## src/rtl/pipe_ctrl.sv

```systemverilog
// Pipeline sequencing controller: merges stage stall requests, schedules
// redirect flushes, sequences debug halt/single-step and counts stall cycles.
module pipe_ctrl #(
  parameter int CNT_W     = 16,
  parameter int DRAIN_CYC = 3
) (
  input  logic             clk,
  input  logic             rst,
  input  logic             stallreq_id_i,
  input  logic             stallreq_ex_i,
  input  logic             stallreq_mem_i,
  input  logic             flush_req_i,
  input  logic [31:0]      flush_pc_i,
  input  logic             halt_req_i,
  input  logic             step_req_i,
  input  logic             clr_cnt_i,
  output logic [5:0]       stall_o,
  output logic             flush_o,
  output logic [31:0]      new_pc_o,
  output logic             halted_o,
  output logic [CNT_W-1:0] stall_cycles_o
);

  typedef enum logic [2:0] {
    S_RUN   = 3'd0,
    S_DRAIN = 3'd1,
    S_HALT  = 3'd2,
    S_STEP  = 3'd3,
    S_FLUSH = 3'd4
  } state_t;

  state_t           state_q;
  logic [7:0]       drain_q;
  logic             pend_q;
  logic [31:0]      pend_pc_q;
  logic             flush_q;
  logic [31:0]      new_pc_q;
  logic             halted_q;
  logic [CNT_W-1:0] cnt_q;

  logic [5:0]  req_vec_s;
  logic [5:0]  halt_vec_s;
  logic        take_flush_s;
  logic [31:0] flush_tgt_s;

  // Deepest requesting stage wins: it must hold itself and everything upstream.
  always_comb begin
    req_vec_s = 6'b000000;
    if (stallreq_mem_i) begin
      req_vec_s = 6'b011111;
    end else if (stallreq_ex_i) begin
      req_vec_s = 6'b001111;
    end else if (stallreq_id_i) begin
      req_vec_s = 6'b000111;
    end else begin
      req_vec_s = 6'b000000;
    end
  end

  assign halt_vec_s   = (state_q == S_DRAIN || state_q == S_HALT) ? 6'b000111 : 6'b000000;
  assign stall_o      = rst ? 6'b000000 : (req_vec_s | halt_vec_s);
  // A request arriving this cycle is taken directly when MEM is not stalled.
  assign take_flush_s = (pend_q | flush_req_i) & ~stallreq_mem_i;
  assign flush_tgt_s  = flush_req_i ? flush_pc_i : pend_pc_q;

  always_ff @(posedge clk) begin
    if (rst) begin
      state_q   <= S_RUN;
      drain_q   <= 8'd0;
      pend_q    <= 1'b0;
      pend_pc_q <= 32'd0;
      flush_q   <= 1'b0;
      new_pc_q  <= 32'd0;
      halted_q  <= 1'b0;
      cnt_q     <= {CNT_W{1'b0}};
    end else begin
      flush_q  <= 1'b0;
      halted_q <= 1'b0;

      if (clr_cnt_i) begin
        cnt_q <= {CNT_W{1'b0}};
      end else if (stall_o[0] && (cnt_q != {CNT_W{1'b1}})) begin
        cnt_q <= cnt_q + {{(CNT_W-1){1'b0}}, 1'b1};
      end

      if (take_flush_s) begin
        state_q  <= S_FLUSH;
        flush_q  <= 1'b1;
        new_pc_q <= flush_tgt_s;
        pend_q   <= 1'b0;
        drain_q  <= 8'd0;
      end else begin
        if (flush_req_i) begin
          pend_q    <= 1'b1;
          pend_pc_q <= flush_pc_i;
        end
        case (state_q)
          S_RUN: begin
            if (halt_req_i && !pend_q && !flush_req_i) begin
              state_q <= S_DRAIN;
              drain_q <= 8'(DRAIN_CYC);
            end
          end
          S_DRAIN: begin
            if (!halt_req_i) begin
              state_q <= S_RUN;
              drain_q <= 8'd0;
            end else if (!stall_o[3]) begin
              // EX advanced this cycle; the last one completes the drain.
              if (drain_q <= 8'd1) begin
                state_q  <= S_HALT;
                halted_q <= 1'b1;
                drain_q  <= 8'd0;
              end else begin
                drain_q <= drain_q - 8'd1;
              end
            end
          end
          S_HALT: begin
            if (!halt_req_i) begin
              state_q <= S_RUN;
            end else if (step_req_i) begin
              state_q <= S_STEP;
            end else begin
              halted_q <= 1'b1;
            end
          end
          S_STEP: begin
            state_q <= S_DRAIN;
            drain_q <= 8'(DRAIN_CYC);
          end
          S_FLUSH: begin
            state_q <= S_RUN;
            drain_q <= 8'd0;
          end
          default: begin
            state_q <= S_RUN;
            drain_q <= 8'd0;
          end
        endcase
      end
    end
  end

  assign flush_o        = flush_q;
  assign new_pc_o       = new_pc_q;
  assign halted_o       = halted_q;
  assign stall_cycles_o = cnt_q;

endmodule

```

## config.mk

```make
export PLATFORM = sky130hd
export DESIGN_NAME = pipe_ctrl
export DESIGN_NICKNAME = d
export VERILOG_FILES = /design/src/rtl/pipe_ctrl.sv
export SDC_FILE = /design/constraint.sdc
export NUM_CORES = 1
export LEC_CHECK = 0
export CAP_MARGIN = 10
export CORE_ASPECT_RATIO = 1.75
export CORE_UTILIZATION = 55
export CTS_BUF_LIST = sky130_fd_sc_hd__clkbuf_2
export DETAILED_ROUTE_END_ITERATION = 7
export PLACE_DENSITY = 0.91
export SYNTH_ARGS = -nofsm -noshare
export SYNTH_HDL_FRONTEND = slang
export SYNTH_SLANG_ARGS = --single-unit
```

## constraint.sdc

```tcl
create_clock -name clk -period 4.14 [get_ports clk]
set_input_delay 1.035 -clock clk [delete_from_list [all_inputs] [get_ports clk]]
set_output_delay 1.035 -clock clk [all_outputs]
set_load 0.01 [all_outputs]
```

After elaboration in Yosys (flattened, before gate mapping). Cells that the tools add are included.

Register bits after elaboration: 94. Output and inout port bits: 56. Word-level logic and storage cells: 67.

Add/subtract/negate cells: 2. Equality and inequality tests: 12. $lt $le $gt $ge: 1. Bitwise gates (word level): 5. Mux-type cells: 26. Reduce and logical (&&, ||, !) cells: 12.

Operators by type and width (count): 32-bit 2-to-1 mux (1); 8-bit 2-to-1 mux (4); 8-bit case mux with 4 select lines (1); 3-bit 2-to-1 mux (9); 16-bit by 1-bit adder with 16-bit output (second input constant) (1); 16-bit inequality test (second input constant) (1); 3-bit case mux with 4 select lines (1); 3-bit inequality test (second input constant) (3); 8-bit by 1-bit <= comparator with 1-bit output (second input constant) (1); 4-bit inequality test (second input constant) (2); 4-bit AND reduction (2); 8-bit by 1-bit subtractor with 8-bit output (second input constant) (1); 3-bit by 2-bit == test with 1-bit output (second input constant) (2); 1-bit 2-to-1 mux (6); 6-bit 2-to-1 mux (1); 6-bit by 3-bit OR with 6-bit output (1); 5-bit 2-to-1 mux (1); 4-bit 2-to-1 mux (1); 4-bit by 3-bit inequality test with 1-bit output (second input constant) (1); 2-bit OR reduction (2); 3-bit by 1-bit == test with 1-bit output (second input constant) (1); 1-bit logical AND (3); 3-bit logical NOT (1); 3-bit by 2-bit inequality test with 1-bit output (second input constant) (1); 8 further kinds (10).

Logic depth before layout (Yosys ltp). Gate-level depths: netlist of the first run.

Word-level depth: 9. Depth in mapped cells: 8. Mapped depth without buffers: 7.

Least setup slack after synthesis of the first run. No wires, ideal clock.

Path type: input to output. From: input stallreq_mem_i. To: output stall_o[1]. Setup slack: 1.236 ns. Stages on the path: 4. Arrival time: 1.869 ns. Path through: nor3_1 -> a2bb2oi_2 -> inv_1 -> buf_4.

Cells in the longest elaborated chain, start to end: 3.

RTL lines: from (decl) (line 11) `input logic stallreq_mem_i,`; 5-bit 2-to-1 mux (line 49) `if (stallreq_mem_i) begin`; 6-bit by 3-bit OR with 6-bit output (line 61) `assign stall_o = rst ? 6'b000000 : (req_vec_s | halt_vec_s);`; 6-bit 2-to-1 mux (line 61); to (decl) (line 17) `output logic [5:0] stall_o,`.

Every way passes these cells.

Final worst setup path of the first run.
From: input rst. To: output stall_o[3].

Cells in the longest elaborated chain, start to end: 1.

RTL lines: from (decl) (line 8) `input logic rst,`; 6-bit 2-to-1 mux (line 61).

Every way passes these cells.

==> results of run 1 <==
-- final cells by class --
| cell class | count | area share, % |
|---|---|---|
| Tap cell | 84 | 2.136 |
| Clock buffer | 10 | 1.017 |
| Multi-Input combinational cell | 276 | 36.51 |
| Clock inverter | 5 | 1.042 |
| Sequential cell | 94 | 38.24 |
| Timing Repair Buffer | 100 | 19.98 |
| Inverter | 14 | 1.068 |
-- sequential cells by signal (all words and copies together) (netlist names) --
name,flops
drain_q,8
flush_o,1
halted_o,1
new_pc_o,32
pend_pc_q,32
pend_q,1
stall_cycles_o,16
state_q,3
-- cell usage after synthesis (all sizes together) (10+ instances only) --
master / number / area, sq um
dfxtp: 94 / 1882
o21ai: 43 / 215.2
nand2: 37 / 138.9
mux2i: 33 / 330.3
a22o: 32 / 280.3
nor2: 25 / 93.84
clkbuf: 16 / 60.06
inv: 14 / 52.55
buf: 13 / 88.83
a21oi: 11 / 55.05
nor3: 11 / 55.05
nand3: 10 / 50.05
or3: 10 / 62.56
-- final timing paths --
| kind | startpoint | endpoint | slack [ns] |
|---|---|---|---|
| setup / recovery | rst | stall_o[3] | 0.46 |
| hold / removal | new_pc_o[20] | new_pc_o[20] | 0.48 |
| hold reg to reg | new_pc_o[20] | new_pc_o[20] | 0.48 |
| setup reg to reg | pend_q | pend_pc_q[11] | 2.03 |
-- where the power goes --
part,switching (mW),total (mW),internal (mW)
Combinational,0.119,0.246,0.127
Clock,0.284,0.418,0.135
Sequential,0.0268,0.975,0.948
-- cells by family (layout without fill, tap and decap cells) --
kind of cell    count (synthesis)  after routing  share of synthesized area, %
fa+ha+maj                       3              3                        0.9703
simple gates                  119            119                         14.84
compound gates                111            111                         19.66
flops                          94             94                         48.64
mux                            33             33                         8.538
xor+xnor                        9              9                         2.038
buf+inv                        43            129                         5.207
other cells                     1              1                       0.09693
-- per-stage QoR --
| step | hold WS [ns] | cell area [sq um] | instances |
|---|---|---|---|
| after global placement | 0.4364 | 4820 | 568 |
| after global routing | 0.5038 | 4921 | 583 |
| after floorplan | 0.4415 | 3869 | 413 |
| after CTS | 0.4809 | 4921 | 583 |
| after detailed placement | 0.4436 | 4820 | 568 |
| final | 0.4757 | 4921 | 583 |
-- metal layers --
layer  vias to the layer above  routed length, microns
met5                         -                       0
li1                       1633                       -
met4                         0                     151
met3                         8                     392
met1                      1574                    3634
met2                        85                    4958
-- worst reg2reg max path, delay by kind of cell, from the launching register on --
kind | cells | cell delay (ns)
and+or+nand+nor | 4 | 1.25
AOI/OAI and AO/OA | 1 | 0.15
DFF | 1 | 0.37
buffers and inverters | 1 | 0.31
==> results summary, run 1 <==
The run finished with clean final reports. Counting distinct cell types in the post-synthesis netlist gives 46. Buffers added to address setup during post-CTS repair amount to 0. The count of maximum capacitance violations is 0.

The sequential cell area fraction in the yosys report is 48.64%. The number of instances resized during post-cts repair is 0. The path class of the tightest hold or removal check is reg -> reg.

The length of the first detailed-routing pass in iterations is 4. The setup slack of the critical path after layout is 0.4583 ns. The number of max-slew violations in the final report came to 0. In the synthesized netlist, the number of instances is 413. The number of cells on the critical path is 4.

The count of flip-flops with a built-in enable after synthesis is 0. Adding up every negative setup slack in the final design gives 0 ns. At the worst endpoint, the arrival time is 2.65 ns. The count of port buffers added during placement came out at 95. The number of vias per cell is 5.660.

Data on the critical path is required at its endpoint by 3.11 ns. The initial utilization of the core area, before any placement, comes to 56.42%. The final worst clock skew is 0.02252 ns. In this run, the number of DRC markers left after iteration 0 of detailed routing was 244. The type of the setup path with the least slack is in -> out. The critical path goes through clkdlybuf4s50_1 -> o21bai_1 -> inv_1 -> clkdlybuf4s50_1.

The async set-reset flop share out of synthesis is 0%. The power per standard cell area came out at 333.2 nW/um^2. The largest net degree at the start of global routing is 39. The measured slew at the worst slew-check pin came out at 1.057 ns. Synthesis produced a netlist with a net count of 457. The normalized max-slew margin is 29.50%. The total congestion overflow is 0.

The number of antenna-violating nets in the routed design came out at 0. In the synthesized netlist the dominant register cell turns out to be dfxtp_1. The count of filler cells inserted in the layout is 542.

The net count reported at finish came out at 539. The tree is rooted in a clkbuf_2. The height of the die came out at 113.0 microns.

The cell family contributing the most delay on the critical path is buffers and inverters. The final critical-path share of the clock period came out at 88.93%. The number of H-tree levels came out at 3. The width of the die came out at 65.40 microns.

In this run the worst path has a maximum fanout of 10. The area of the multi-input gates is 1797 sq um. Prior to clock tree synthesis, the placed netlist has a worst setup slack of 0.4767 ns.

The final estimated routing congestion in global placement is 0.9409. The maximum operating frequency came out at 0.2716 GHz. The remaining design rule violation count came out at 0. For this design, the slowest cell found on the critical path is clkdlybuf4s50_1. For this run, global-route usage on met3 was measured as 6.552%.

97 I/O pins were placed. The delay of the slowest critical-path stage came out at 0.62 ns. The first-pass GRT wire length came out at 14,880 microns. The area added between synthesis and finish is 27.20%. Setup violations remaining at the end of the flow were counted as 0. Summing internal, switching and leakage power gives 1.639 mW. The standard cell core area is 6857 sq um. The total global-route track usage is 26.17%.

Setup repair after global routing left no endpoint under its margin. The worst setup path is launched from an input pin. The number of hold violations in the final report is 0. Summing over every cut layer, the via total after detailed routing is 3,300. The number of cells traversed by the worst hold path came out at 2. The critical path contains buffers and inverters numbering 3 combined.

The top cell types in the final layout, fill and taps aside, are dfxtp_1 (94), clkdlybuf4s50_1 (94), o21ai_0 (40), nand2_1 (37), mux2i_1 (33). The antenna diode count came out at 0. STA classifies the critical path endpoint as a primary output. TritonCTS built the clock tree. The area used by sequential logic in the layout is 1882 sq um. The met1 track demand over resource in global routing came out at 27.28%. The number of antenna violations at the first check in global routing is 0. The fraction of final layout cells sized beyond drive strength 1 is 5.611%. The path depth of the worst reg2reg path came out at 6. The clock period minus worst slack came out at 3.682 ns. The die covers 7387 sq um.

The number of buffers inserted by hold repair at cts came out at 0. After clock tree synthesis, the clock-pin slew on the worst setup and hold paths is 0.21 ns. The most frequent cell on the critical path is clkdlybuf4s50_1. After legalization and detailed placement, the total HPWL measured 6474 microns. In this run the core area contains 40 standard-cell rows.

The clock passes through at most 2 buffers. The final cell utilization of the core came out at 71.77%. Dividing the synthesized area by the synthesized cell count gives 9.367 sq um.

Summed over all cells, the static leakage comes to 1.858 nW. The number of warning messages in the yosys log is 0. Counting flops and latches in the post-synthesis netlist gives 94. The aggregate routed wire length came out at 9137 microns.

The total clock sinks came out at 94. The number of buffers added by the clock tree synthesis step came out at 9. The average wire per standard cell is 15.67 microns. Global routing consumed, on the met2 layer, 48.18% of the routing resources.

The via count of the first global-routing pass came out at 3,350. The worst-skew pair later-pin latency is 0.54 ns. The worst vdd rail ir drop came out at 0.0002398 V.

The layer flagged by global routing as most heavily used is met2. The summed instance area of the synthesized netlist came out at 3869 sq um.
Power figures use the tool's default switching activity.
==> run 2: changes to the inputs <==
--- a/config.mk
+++ b/config.mk
@@ -6,11 +6,13 @@
 export NUM_CORES = 1
 export LEC_CHECK = 0
 export CAP_MARGIN = 10
+export CELL_PAD_IN_SITES_DETAIL_PLACEMENT = 1
+export CELL_PAD_IN_SITES_GLOBAL_PLACEMENT = 1
 export CORE_ASPECT_RATIO = 1.75
-export CORE_UTILIZATION = 55
+export CORE_UTILIZATION = 41
 export CTS_BUF_LIST = sky130_fd_sc_hd__clkbuf_2
 export DETAILED_ROUTE_END_ITERATION = 7
-export PLACE_DENSITY = 0.91
+export PLACE_DENSITY = 0.9
 export SYNTH_ARGS = -nofsm -noshare
 export SYNTH_HDL_FRONTEND = slang
 export SYNTH_SLANG_ARGS = --single-unit
==> run 2 against run 1 <==
  * Combinational power is 3% higher
  * Die area is 33% higher
  * Sequential power hardly changed
  * Power is 6.1% higher
  * Sequential cell count stayed put
  * Final area is 1.6% higher
  * Critical path depth stayed put
  * Critical endpoint unchanged
  * Sequential share of layout area is 0.59 points lower
  * Largest power group unchanged
==> results summary, run 2 (synthesized netlist as in run 1, its figures left out) <==
The critical-path cell with the highest stage delay is clkdlybuf4s50_1 (unchanged). The final worst clock skew came to 0.02242 ns (was 0.02252 ns). The floorplan die area was 9844 sq um (was 7387 sq um). The number of max-slew violations in the final report is 0 (unchanged). The final critical-path share of the clock period is 87.50% (was 88.93%). The met3 usage in global routing was 5.445% (was 6.552%). The area added between synthesis and finish came out at 29.20% (was 27.20%). The sum of buffers and inverters on the critical path came out at 3 (unchanged).

The clock transition time at the flip-flop clock pins of the worst setup and hold paths came out at 0.22 ns (was 0.21 ns). Setup repair after global routing missed its margin: false (unchanged). The starting utilization of the core area came out at 42.54% (was 56.42%). The power per standard cell area came out at 348.0 nW/um^2 (was 333.2 nW/um^2). The post-CTS setup-driven buffer insertion count came to 0 (unchanged).

The final setup violation count came out at 0 (unchanged). The total congestion overflow is 0 (unchanged). The number of buffers added by the clock tree synthesis step is 9 (unchanged). The delay of the slowest critical-path stage came out at 0.59 ns (was 0.62 ns).

The area of the multi-input gates is 1792 sq um (was 1797 sq um). The TritonCTS clock tree was built (unchanged). The HPWL after detailed placement came out at 7358 microns (was 6474 microns).

The data required time at the worst endpoint came out at 3.11 ns (about the same). The clock root buffer was clkbuf_2 (unchanged). The normalized max-slew margin came out at 25.39% (was 29.50%).

The largest net degree at the start of global routing is 39 (unchanged). Cells along the critical path: clkdlybuf4s50_1 -> o21bai_1 -> inv_1 -> clkdlybuf4s50_1 (unchanged). The static leakage is 1.874 nW (was 1.858 nW). The number of hold violations in the final report is 0 (unchanged).

The net count reported at finish came out at 539 (unchanged). The total negative setup slack came out at 0 ns (unchanged). The met1 track demand over resource in global routing was 24.12% (was 27.28%). The measured slew at the worst slew-check pin came to 1.119 ns (was 1.057 ns). The number of antenna-violating nets in the routed design is 0 (unchanged).

The combinational group share of total power came out at 14.5% (was 15.0%). The fraction of final layout cells sized beyond drive strength 1 came to 6.000% (was 5.611%). The clock power share is 29.4% (was 25.5%). The number of instances resized during post-cts repair came out at 0 (unchanged). The count of filler cells inserted in the layout was 1,099 (was 542).

The detailed-route via count came out at 3,411 (was 3,300). The number of H-tree levels came to 3 (unchanged). Commonest non-fill, non-tap cells in the layout: dfxtp_1 (94), clkdlybuf4s50_1 (94), o21ai_0 (40), nand2_1 (37), mux2i_1 (33) (unchanged). The most frequent cell on the critical path is clkdlybuf4s50_1 (unchanged). The fraction of met2 tracks used by global routing was 43.33% (was 48.18%).

The number of antenna violations at the first check in global routing came out at 1 (was 0). The type of the worst min-delay path is reg -> reg (unchanged). The via count of the first global-routing pass is 3,540 (was 3,350). The height of the die came out at 130.5 microns (was 113.0 microns).

The standard cell core area came out at 9094 sq um (was 6857 sq um). The worst-skew pair later-pin latency is 0.56 ns (was 0.54 ns). The worst vdd rail ir drop came out at 0.0001956 V (was 0.0002398 V). The fraction of power spent switching nets came out at 26.58% (was 26.20%).

The maximum operating frequency is 0.2760 GHz (was 0.2716 GHz). The worst flop-to-flop path startpoint is stall_cycles_o[0] (was pend_q). The type of the setup path with the least slack is in -> out (unchanged).

The first-pass GRT wire length came out at 17,050 microns (was 14,880 microns). The width of the die is 75.43 microns (was 65.40 microns). The area used by sequential logic in the layout is 1882 sq um (unchanged). The DRC marker count from the first detailed-route iteration came out at 124 (was 244). The power after layout came to 1.739 mW (was 1.639 mW). The total global-route track usage was 23.12% (was 26.17%). Run status: complete, no violations (unchanged). The maximum fanout along the worst path is 10 (unchanged). The deepest clock path buffer count is 2 (unchanged). The most utilized layer in the global route result was met2 (unchanged). The count of maximum capacitance violations is 0 (unchanged). The startpoint of the tightest hold check path is new_pc_o[2] (was new_pc_o[20]).

The data arrival at the endpoint of the critical path came out at 2.59 ns (was 2.65 ns). The clock period minus worst slack is 3.623 ns (was 3.682 ns). The length of the first detailed-routing pass in iterations is 4 (unchanged). The cell-internal power is 1.277 mW (was 1.210 mW). The number of cell rows came out at 46 (was 40).

The number of vias per cell came out at 5.493 (was 5.660). The reported net switching power came out at 0.4624 mW (was 0.4296 mW). The family of cells with the greatest summed delay on the critical path was buffers and inverters (unchanged). The total clock sinks came out at 94 (unchanged). The type of destination of the critical path is a primary output (unchanged). The number of ports placed on the die boundary came out at 97 (unchanged). The final estimated routing congestion in global placement came to 0.8380 (was 0.9409). The critical path launch point is rst (unchanged). The remaining design rule violation count is 0 (unchanged). The average wire per standard cell came out at 17.09 microns (was 15.67 microns). The count of port buffers added during placement is 95 (unchanged). The number of buffers inserted by hold repair at cts is 0 (unchanged). The aggregate routed wire length is 10,610 microns (was 9137 microns). The element type at the critical path start is an input pin (unchanged).

The share of power burned in registers came to 56.1% (was 59.5%).
## run 2: final timing paths
kind / cells after the start / endpoint / slack [ns]
max: 4 / stall_o[3] / 0.52
min: 2 / new_pc_o[2] / 0.48
max reg2reg: 6 / stall_cycles_o[13] / 2.03
min reg2reg: 2 / new_pc_o[2] / 0.48
## run 2: stage by stage
step                instance area (sq um)  cells  worst slack (ns)  util (%)  hold slack (ns)
finish                               4999    621            0.5174     54.97           0.4809
global route                         4999    621            0.4113     54.97           0.5075
CTS                                  4996    620            0.5036     54.94           0.4827
detailed placement                   4860    604            0.5133     53.44           0.4457
global placement                     4860    604            0.5367     53.44           0.4375
floorplan                            3869    413             1.236         -           0.4415
## run 2: cell type report
type | instances | share of cell area [%]
Tap cell | 120 | 3.004
Timing Repair Buffer | 100 | 19.67
Antenna cell | 1 | 0.05006
Sequential cell | 94 | 37.65
Inverter | 14 | 1.051
Multi-Input combinational cell | 276 | 35.84
Clock inverter | 6 | 1.727
Clock buffer | 10 | 1.001
## run 2: worst reg2reg max path, stage by stage (launching register included)
cell	delay (ns)
dfxtp_1	0.48
ha_1	0.23
nand3_1	0.25
nor3_1	0.41
a211o_1	0.40
nor4_1	0.09
o21a_1	0.17
## run 2: metal layers
layer  wire [microns]  vias up
li1                 -     1642
met1             4223     1674
met2             5775       81
met3              442       14
met4              170        0
met5                0        -
## run 2: power by group through the flow
stage | clock network [mW] | registers, mW | logic, mW
floorplan | 0 | 0.992 | 0.132
global placement | 0 | 0.990 | 0.243
detailed placement | 0 | 0.992 | 0.251
CTS | 0.531 | 0.976 | 0.256
global route | 0.565 | 0.982 | 0.275
finish | 0.511 | 0.976 | 0.253
